## config.mk

```make
export PLATFORM = sky130hd
export DESIGN_NAME = ysyx_22050518_mul_seq
export DESIGN_NICKNAME = d
export VERILOG_FILES = /design/src/rtl/ysyx_22050518_mul_seq_pkg.sv /design/src/rtl/ysyx_22050518_add.sv /design/src/rtl/ysyx_22050518_mul_seq.sv
export SDC_FILE = /design/constraint.sdc
export NUM_CORES = 1
export LEC_CHECK = 0
export BUFFER_PORTS_ARGS = -buffer_cell sky130_fd_sc_hd__buf_2
export CAP_MARGIN = 20
export CORE_UTILIZATION = 60
export CTS_BUF_LIST = sky130_fd_sc_hd__clkbuf_4 sky130_fd_sc_hd__clkbuf_8
export DETAILED_ROUTE_END_ITERATION = 8
export PLACE_DENSITY = 0.82
export SETUP_SLACK_MARGIN = 0.4
export SYNTH_ARGS = -nofsm -noshare
export SYNTH_HDL_FRONTEND = slang
export SYNTH_HIERARCHICAL = 1
export SYNTH_SLANG_ARGS = --single-unit
export TNS_END_PERCENT = 100
```

## constraint.sdc

```tcl
create_clock -name clk -period 10.3 [get_ports clk]
set_clock_uncertainty 0.05 [all_clocks]
set_input_delay 2.575 -clock clk [delete_from_list [all_inputs] [get_ports clk]]
set_output_delay 2.575 -clock clk [all_outputs]
set_load 0.01 [all_outputs]
```

## src/rtl/ysyx_22050518_mul_seq_pkg.sv

```systemverilog
// Shared FSM state codes, operand-signedness encodings and iteration counts for the
// sequential multiplier (optional zero bypass: YSYX_22050518_MUL_ZERO_BYPASS_EN).
package ysyx_22050518_mul_seq_pkg;

  typedef logic [2:0] state_t;

  localparam state_t StIdle  = 3'd0;
  localparam state_t StPrepA = 3'd1;
  localparam state_t StPrepB = 3'd2;
  localparam state_t StCalc  = 3'd3;
  localparam state_t StFixLo = 3'd4;
  localparam state_t StFixHi = 3'd5;
  localparam state_t StDone  = 3'd6;

  typedef logic [1:0] sgn_t;

  localparam sgn_t SgnUu = 2'b00;
  localparam sgn_t SgnSu = 2'b10;
  localparam sgn_t SgnSs = 2'b11;

  localparam int unsigned IterFull = 64;
  localparam int unsigned IterWord = 32;

  // The reserved code 01 behaves as unsigned x unsigned.
  function automatic sgn_t sgn_norm(input sgn_t s);
    return ((s == SgnSs) || (s == SgnSu)) ? s : SgnUu;
  endfunction

endpackage

```

## src/rtl/ysyx_22050518_add.sv

```systemverilog
// Plain XLEN-bit adder with carry-in; the single adder shared by every multiplier state.
module ysyx_22050518_add #(
  parameter int unsigned XLEN = 64
) (
  input  logic [XLEN-1:0] in1,
  input  logic [XLEN-1:0] in2,
  input  logic            c_in,
  output logic [XLEN-1:0] out
);

  assign out = in1 + in2 + {{(XLEN-1){1'b0}}, c_in};

endmodule

```

## src/rtl/ysyx_22050518_mul_seq.sv

```systemverilog
// Radix-2 sequential multiplier: sign-magnitude prep, 64/32 shift-add iterations, 128-bit fixup.
// Define YSYX_22050518_MUL_ZERO_BYPASS_EN to short-circuit zero operands straight to DONE.
module ysyx_22050518_mul_seq
  import ysyx_22050518_mul_seq_pkg::*;
#(
  parameter int unsigned XLEN  = 64,
  parameter int unsigned CNT_W = 7
) (
  input  logic            clk,
  input  logic            rst,
  input  logic            flush,
  input  logic            in_valid,
  output logic            in_ready,
  input  logic            mulw,
  input  logic [1:0]      sgn,
  input  logic [XLEN-1:0] rs1,
  input  logic [XLEN-1:0] rs2,
  output logic            out_valid,
  input  logic            out_ready,
  output logic [XLEN-1:0] res_hi,
  output logic [XLEN-1:0] res_lo
);

  localparam int unsigned HalfW = XLEN / 2;

  state_t             r_state;
  state_t             w_state_nxt;
  logic [CNT_W-1:0]   r_cnt;
  logic               r_mulw;
  logic               r_neg_a;
  logic               r_neg_b;
  logic               r_carry;
  logic [XLEN-1:0]    r_mcand;
  logic [XLEN-1:0]    r_hi;
  logic [XLEN-1:0]    r_lo;
  logic [XLEN-1:0]    r_res_hi;
  logic [XLEN-1:0]    r_res_lo;

  sgn_t               w_sgn;
  logic               w_rs1_sgn;
  logic               w_rs2_sgn;
  logic [XLEN-1:0]    w_rs1_ext;
  logic [XLEN-1:0]    w_rs2_ext;
  logic               w_accept;
  logic               w_zero_op;
  logic               w_neg;
  logic               w_last;
  logic [XLEN-1:0]    w_add_a;
  logic [XLEN-1:0]    w_add_b;
  logic               w_add_cin;
  logic [XLEN-1:0]    w_add_sum;
  logic               w_add_cout;
  logic [XLEN-1:0]    w_calc_hi;
  logic [XLEN-1:0]    w_calc_lo;

  assign in_ready  = (r_state == StIdle) && !flush && !rst;
  assign out_valid = (r_state == StDone);
  assign res_hi    = r_res_hi;
  assign res_lo    = r_res_lo;

  assign w_accept  = in_valid && in_ready;
  assign w_sgn     = sgn_norm(sgn);
  assign w_rs1_sgn = (w_sgn != SgnUu);
  assign w_rs2_sgn = (w_sgn == SgnSs);
  assign w_rs1_ext = mulw ? {{HalfW{w_rs1_sgn & rs1[HalfW-1]}}, rs1[HalfW-1:0]} : rs1;
  assign w_rs2_ext = mulw ? {{HalfW{w_rs2_sgn & rs2[HalfW-1]}}, rs2[HalfW-1:0]} : rs2;

`ifdef YSYX_22050518_MUL_ZERO_BYPASS_EN
  assign w_zero_op = mulw ? ((rs1[HalfW-1:0] == '0) || (rs2[HalfW-1:0] == '0))
                          : ((rs1 == '0) || (rs2 == '0));
`else
  assign w_zero_op = 1'b0;
`endif

  assign w_neg  = r_neg_a ^ r_neg_b;
  assign w_last = (r_cnt == (r_mulw ? CNT_W'(IterWord - 1) : CNT_W'(IterFull - 1)));

  always_comb begin
    w_add_a   = '0;
    w_add_b   = '0;
    w_add_cin = 1'b0;
    case (r_state)
      StPrepA: begin
        w_add_a   = r_neg_a ? ~r_mcand : r_mcand;
        w_add_cin = r_neg_a;
      end
      StPrepB: begin
        w_add_a   = r_neg_b ? ~r_lo : r_lo;
        w_add_cin = r_neg_b;
      end
      StCalc: begin
        w_add_a = r_hi;
        w_add_b = r_lo[0] ? r_mcand : '0;
      end
      StFixLo: begin
        w_add_a   = w_neg ? ~r_lo : r_lo;
        w_add_cin = w_neg;
      end
      StFixHi: begin
        w_add_a   = w_neg ? ~r_hi : r_hi;
        w_add_cin = w_neg & r_carry;
      end
      default: ;
    endcase
  end

  ysyx_22050518_add #(
    .XLEN (XLEN)
  ) u_add (
    .in1  (w_add_a),
    .in2  (w_add_b),
    .c_in (w_add_cin),
    .out  (w_add_sum)
  );

  assign w_add_cout = (w_add_a[XLEN-1] & w_add_b[XLEN-1]) |
                      ((w_add_a[XLEN-1] ^ w_add_b[XLEN-1]) & ~w_add_sum[XLEN-1]);

  // {carry, sum, multiplier} shifted right by one: partial product enters lo from the top.
  assign w_calc_hi = {w_add_cout, w_add_sum[XLEN-1:1]};
  assign w_calc_lo = {w_add_sum[0], r_lo[XLEN-1:1]};

  always_comb begin
    w_state_nxt = r_state;
    case (r_state)
      StIdle:  if (w_accept) w_state_nxt = w_zero_op ? StDone : StPrepA;
      StPrepA: w_state_nxt = StPrepB;
      StPrepB: w_state_nxt = StCalc;
      StCalc:  if (w_last) w_state_nxt = StFixLo;
      StFixLo: w_state_nxt = StFixHi;
      StFixHi: w_state_nxt = StDone;
      StDone:  if (out_ready) w_state_nxt = StIdle;
      default: w_state_nxt = StIdle;
    endcase
    if (flush && (r_state != StIdle)) w_state_nxt = StIdle;
  end

  always_ff @(posedge clk) begin
    if (rst) begin
      r_state  <= StIdle;
      r_cnt    <= '0;
      r_mulw   <= 1'b0;
      r_neg_a  <= 1'b0;
      r_neg_b  <= 1'b0;
      r_carry  <= 1'b0;
      r_mcand  <= '0;
      r_hi     <= '0;
      r_lo     <= '0;
      r_res_hi <= '0;
      r_res_lo <= '0;
    end else begin
      r_state <= w_state_nxt;
      case (r_state)
        StIdle: begin
          if (w_accept) begin
            r_cnt   <= '0;
            r_mulw  <= mulw;
            r_neg_a <= w_rs1_sgn & w_rs1_ext[XLEN-1];
            r_neg_b <= w_rs2_sgn & w_rs2_ext[XLEN-1];
            r_mcand <= w_rs1_ext;
            r_hi    <= '0;
            r_lo    <= w_rs2_ext;
            if (w_zero_op) begin
              r_res_hi <= '0;
              r_res_lo <= '0;
            end
          end
        end
        StPrepA: r_mcand <= w_add_sum;
        StPrepB: r_lo <= w_add_sum;
        StCalc: begin
          r_cnt <= r_cnt + CNT_W'(1);
          if (w_last && r_mulw) begin
            // Word product sits in {hi[31:0], lo[63:32]}; realign it to the bottom.
            r_hi <= '0;
            r_lo <= {w_calc_hi[HalfW-1:0], w_calc_lo[XLEN-1:HalfW]};
          end else begin
            r_hi <= w_calc_hi;
            r_lo <= w_calc_lo;
          end
        end
        StFixLo: begin
          r_lo    <= w_add_sum;
          r_carry <= w_add_cout;
        end
        StFixHi: begin
          r_hi <= w_add_sum;
          if (!flush) begin
            r_res_hi <= w_add_sum;
            r_res_lo <= r_mulw ? {{HalfW{r_lo[HalfW-1]}}, r_lo[HalfW-1:0]} : r_lo;
          end
        end
        default: ;
      endcase
    end
  end

endmodule

```

* After elaboration in Yosys (flattened, before gate mapping)
Cells that the tools add are included.
W data, S select, Z words.
** Word-level totals
- Register bits after elaboration :: 334
- Bits of input ports :: 136
- Output and inout port bits :: 130
- Logic and storage cells :: 93
** Cells by class
- Muxes and demuxes :: 27
- Equality and inequality tests :: 13
- Add/subtract/negate cells :: 3
- Bitwise gates (word level) :: 15
- Reductions and logical operators :: 24
** Operators by type and width (number)
- $mux W64 :: 14
- $pmux W64 S3 :: 2
- $pmux W64 S5 :: 1
- $not A64 Y64 :: 3
- $pmux W64 S2 :: 1
- $add A64 B1 Y64 :: 1
- $add A64 B64 Y64 :: 1
- $pmux W3 S7 :: 1
- $pmux W7 S2 :: 1
- $reduce_and A2 Y1 :: 6
- $eq A3 B3 Y1 const B :: 3
- $mux W3 :: 3
- $reduce_bool A3 Y1 :: 3
- $add A7 B1 Y7 const B :: 1
- $and A1 B1 Y1 :: 7
- $eq A7 B6 Y1 :: 1
- $mux W7 :: 1
- $eq A2 B2 Y1 const B :: 3
- $eq A3 B2 Y1 const B :: 2
- $mux W6 :: 1
- $reduce_bool A2 Y1 :: 3
- $logic_and A1 B1 Y1 :: 5
- $ne A2 B2 Y1 const B :: 2
- $pmux W1 S4 :: 1
- other kinds (11) :: 15

* Logic depth before layout (Yosys ltp)
- Depth after elaboration :: 10
- Mapped depth :: 23
- Mapped depth without buffers :: 18

* Cells and area by module
The synthesis kept the hierarchy.
** By module, submodules not included
- ysyx_22050518_mul_seq :: area an instance 19546.2 um^2, cells an instance 2482, times used 1, sequential area each 6686.4 um^2
- ysyx_22050518_add :: area an instance 3826.2 um^2, cells an instance 560, times used 1, sequential area each 0.0 um^2

* Least setup slack after synthesis
Ideal clock, no wire load.
- Path type :: input to output
- From :: input port rst
- To :: output port in_ready
- Path buffers :: 3
- Setup slack :: 4.172 ns
- Required time :: 7.675 ns
- Arrival time :: 3.503 ns
- Stages on the path :: 4
- Cells stage by stage :: clkbuf_1 clkbuf_1 clkbuf_1 nor3_1
** On the way
- Word-level cells in the longest chain between the ends :: 2
** Ends and longest elaborated chain
- start, declared :: RTL line ysyx_22050518_mul_seq.sv:10 : input logic rst,
- $logic_not A1 Y1 :: RTL line ysyx_22050518_mul_seq.sv:56 : assign in_ready = (r_state == StIdle) && !flush && !rst;
- $logic_and A1 B1 Y1 :: RTL line ysyx_22050518_mul_seq.sv:56
- end, declared :: RTL line ysyx_22050518_mul_seq.sv:13 : output logic in_ready,
No other way between the ends.

* Worst setup path after layout
- From :: register r_neg_b
- To :: register r_lo[58]
** On the way
- Elaborated cells on any way between the ends :: 11
- Classes of those cells :: add/sub: 2; mux: 7; bitwise: 2
** RTL lines
- start, declared :: RTL line ysyx_22050518_mul_seq.sv:31 : logic r_neg_b;
- start signal, assigned :: RTL line ysyx_22050518_mul_seq.sv:159 : r_neg_b <= w_rs2_sgn & w_rs2_ext[XLEN-1];
- $xor A1 B1 Y1 :: RTL line ysyx_22050518_mul_seq.sv:75 : assign w_neg = r_neg_a ^ r_neg_b;
- $mux W64, on equally long branches :: RTL line ysyx_22050518_mul_seq.sv:100, ysyx_22050518_mul_seq.sv:96
- $pmux W64 S5 (*) :: RTL line ysyx_22050518_mul_seq.sv:82 : case (r_state)
- via w_add_a[0] :: RTL line ysyx_22050518_mul_seq.sv:48 : logic [XLEN-1:0] w_add_a;
- $add A64 B64 Y64 (*) :: RTL line ysyx_22050518_add.sv:11 : assign out = in1 + in2 + {{(XLEN-1){1'b0}}, c_in};
- $add A64 B1 Y64 (*) :: RTL line ysyx_22050518_add.sv:11
- via w_add_sum[58] :: RTL line ysyx_22050518_mul_seq.sv:51 : logic [XLEN-1:0] w_add_sum;
- $pmux W64 S3 (*) :: RTL line ysyx_22050518_mul_seq.sv:153 : case (r_state)
- end signal, assigned :: RTL line ysyx_22050518_mul_seq.sv:162 : r_lo <= w_rs2_ext;
- end signal, assigned :: RTL line ysyx_22050518_mul_seq.sv:170 : StPrepB: r_lo <= w_add_sum;
- end signal, assigned :: RTL line ysyx_22050518_mul_seq.sv:176 : r_lo <= {w_calc_hi[HalfW-1:0], w_calc_lo[XLEN-1:HalfW]};
- end, declared :: RTL line ysyx_22050518_mul_seq.sv:35 : logic [XLEN-1:0] r_lo;
Mark *: on every way through the listed nets, which the timed path passes. The rest lies on a longest branch.
A chain may end at the register's enable or synchronous reset.

==> reports/results.ini <==
[run_status]
status=finished clean

[logic_synthesis]
synth_fa_ha_area_share_pct=3.60
synth_edf_count=0
yosys-top-cells-area=dfxtp_1, xor2_1, o21ai_0, a21oi_1, nand2_1
synth_compound_area_share_pct=31.9
synth_warnings=6
yosys.area.top_type=dfxtp_1
yosys_register_bits=334
ys_seq_area_share_pct=28.6
syn_nets=3244
synth_cell_type_count=78
yosys.area_share.simple_pct=16.5
synth_xor_area_share_pct=9.59
syn_area_per_cell_um2=7.68
synth_top_area_share_pct=28.6
synth.mux.area_fraction_pct=2.97
ys.flop_type=dfxtp_1
synthArstFlopShare_pct=0
synthCells=3042
syn_area_um2=23400
synth_top_family_by_area=compound AO/OA/AOI/OAI gates

[routing]
first_pass_iters=8
routedWlPerCell_um=25.0
ant_nets=0
via_count=25347
drc_errors=0
wl_um=91900
drt_iter0_markers=2824
vias_per_cell=6.91

[critical_path]
end_kind=flip-flop
r2r_cells=20
r2r_end=r_lo[58]
rrSetupSlack_ns=3.01
crit_type=flip-flop to flip-flop
worst_ep_arrival_time_ns=7.82
required_ns=10.83
r2r_start=r_neg_b
cp-start-kind=flip-flop
path_max_fanout=41

[final_layout]
n_fill_cell=3311
layout_commonest_cell=dfxtp_1
layout.cells.most_common_list=dfxtp_1, nand2_1, buf_2, o21ai_0
syn_to_final_growth_pct=10.8
multiInputGateArea_um2=15200
fin_area_um2=25900
drive_gt1_share_pct=14.4
nets=3312
fin_cells=3669
seqCellArea_um2=6700

[hold_path]
hold_path_depth=2
hold_class=flip-flop to flip-flop
whs_endpoint=res_lo[17]
min_from=res_lo[17]

[placement]
routabilityCongestion=1.02
dpl_cell_area_um2=24500
dp_cells=3562
port_buffers=265
dpl.hpwl_um=61400

[clock_tree]
cts_buffers=56
cts-root-buf=clkbuf_8
postCtsHoldBufs=0
clk_latency_ns=0.68
cts_resized=0
path_clk_slew_ns=0.07
h-tree-depth=2
cts_buffer_depth=3
cts_tree=yes
post-cts-setup-buffers=0
cts_sinks=334

[power]
finalPower_mw=3.18
p_leak_nw=11.9
netSwitchingFraction_pct=28.2
internal_power_mw=2.29
seqPwrFrac_pct=44.6
peakVddDrop_mv=0.121
pwr_density_cell_nw_per_um2=123
clkPwrFrac_pct=44.5
p_sw_mw=0.896
combPwrFrac_pct=10.8

[timing]
max_clock_freq_ghz=0.137
report.final.hold_viol_count=0
min_period_over_period_pct=70.8
setup_viol=0
min_period_ns=7.29
maxSlewHeadroom_pct=25.1
final.setup.tns_ns=0
slew_viol_final=0
rsz0062_at_grt=no
tightest_slew_ns=1.11

[die]
ioPinCount=266
die_h_um=199
core_area_um2=38000
die_w_um=199
core.rowCount=71
die_area_um2=39700
start_util_pct=61.5

[global_route]
grt_antenna_before_repair=1
grt_max_degree=190
globalRoute.totalOverflow=0
first_global_vias=23716
grt_usage_pct=45.2
grt_pass1_wl_um=139000

[run]
drv_cap=0

[through the flow]
| step | worst slack, ns | hold WS [ns] | util, % |
|---|---|---|---|
| global placement | 3.41 | 0.389 | 64.5 |
| finish | 3.01 | 0.400 | 68.1 |
| detailed placement | 3.32 | 0.393 | 64.5 |
| CTS | 3.29 | 0.401 | 68.1 |
| global route | 2.82 | 0.420 | 68.1 |
| floorplan | 4.17 | 0.415 | - |
[worst max-delay path: stages (launching register included)]
cell	delay, ns
dfxtp_4	0.86
xor2_4	0.17
buf_4	0.39
buf_4	0.40
nand2_1	0.15
buf_4	0.43
o21ai_0	0.14
a221o_1	0.30
fa_1	0.48
fa_1	0.44
a21o_1	0.23
a221oi_2	0.51
or3_1	0.22
a311oi_1	0.12
nor2_1	0.41
o21ai_1	0.27
a41oi_1	0.52
o21ai_1	0.14
xnor2_1	0.45
a22oi_1	0.17
a311oi_1	0.29
[cell type report]
class,instances,area share (%)
Tap cell,511,2.47
Sequential cell,334,25.8
Inverter,81,1.17
Multi-Input combinational cell,2325,58.6
Clock inverter,14,0.681
Clock buffer,91,4.52
Timing Repair Buffer,312,6.69
Antenna cell,1,0.00966
[power groups by stage]
stage / Clock, mW / Sequential, mW / Combinational [mW]
after floorplan: 0 / 1.40 / 0.235
after CTS: 1.42 / 1.41 / 0.334
after global routing: 1.47 / 1.42 / 0.372
after global placement: 0 / 1.44 / 0.320
after detailed placement: 0 / 1.44 / 0.331
final: 1.42 / 1.42 / 0.345
[cells in the mapped netlist (all sizes together), types with 7 or more instances]
master,number
dfxtp,334
nand2,292
o21ai,275
a21oi,221
xor2,220
nor2,219
clkbuf,184
buf,118
a21o,104
a22oi,98
inv,81
nand3,77
nor3,74
a211oi,73
and3,71
mux2i,67
a221oi,65
ha,64
a221o,63
o21bai,47
o211ai,43
a311oi,39
xnor2,36
a41oi,35
nand3b,35
nand4,17
nand2b,10
or3,7
[layer usage]
layer	up-vias	share of wire (%)	global-route usage, %
met5	-	0	0
met4	0	6.4	28.4
met3	412	12	10.5
met2	1803	43	68.6
met1	11897	39	57.7
li1	11235	-	-
[cells by family (layout without fill, tap and decap cells)]
group,count (synthesis),in the layout
AO/OA/AOI/OAI,1102,1102
XOR/XNOR,256,256
adder cells (fa/ha/maj),66,66
buffers and inverters,383,498
flip-flops,334,334
multiplexers,69,69
other,0,1
AND/OR/NAND/NOR,832,832
[worst max path at each step]
| stage | start | endpoint | cells past startpoint |
|---|---|---|---|
| 2_1_floorplan | rst | in_ready | 4 |
| 3_3_place_gp | r_neg_b | r_lo[58] | 20 |
| 3_5_place_dp | r_neg_b | r_lo[58] | 20 |
| 4_1_cts | r_neg_b | r_lo[58] | 20 |
| 5_1_grt | r_neg_b | r_lo[58] | 20 |
| 6_report | r_neg_b | r_lo[58] | 20 |
[flip-flops by register name, indices dropped and copies added, names as in the netlist]
register / cells
r_carry: 1
r_cnt: 7
r_hi: 64
r_lo: 64
r_mcand: 64
r_mulw: 1
r_neg_a: 1
r_neg_b: 1
r_state: 3
res_hi: 64
res_lo: 64
Power figures use the tool's default switching activity.
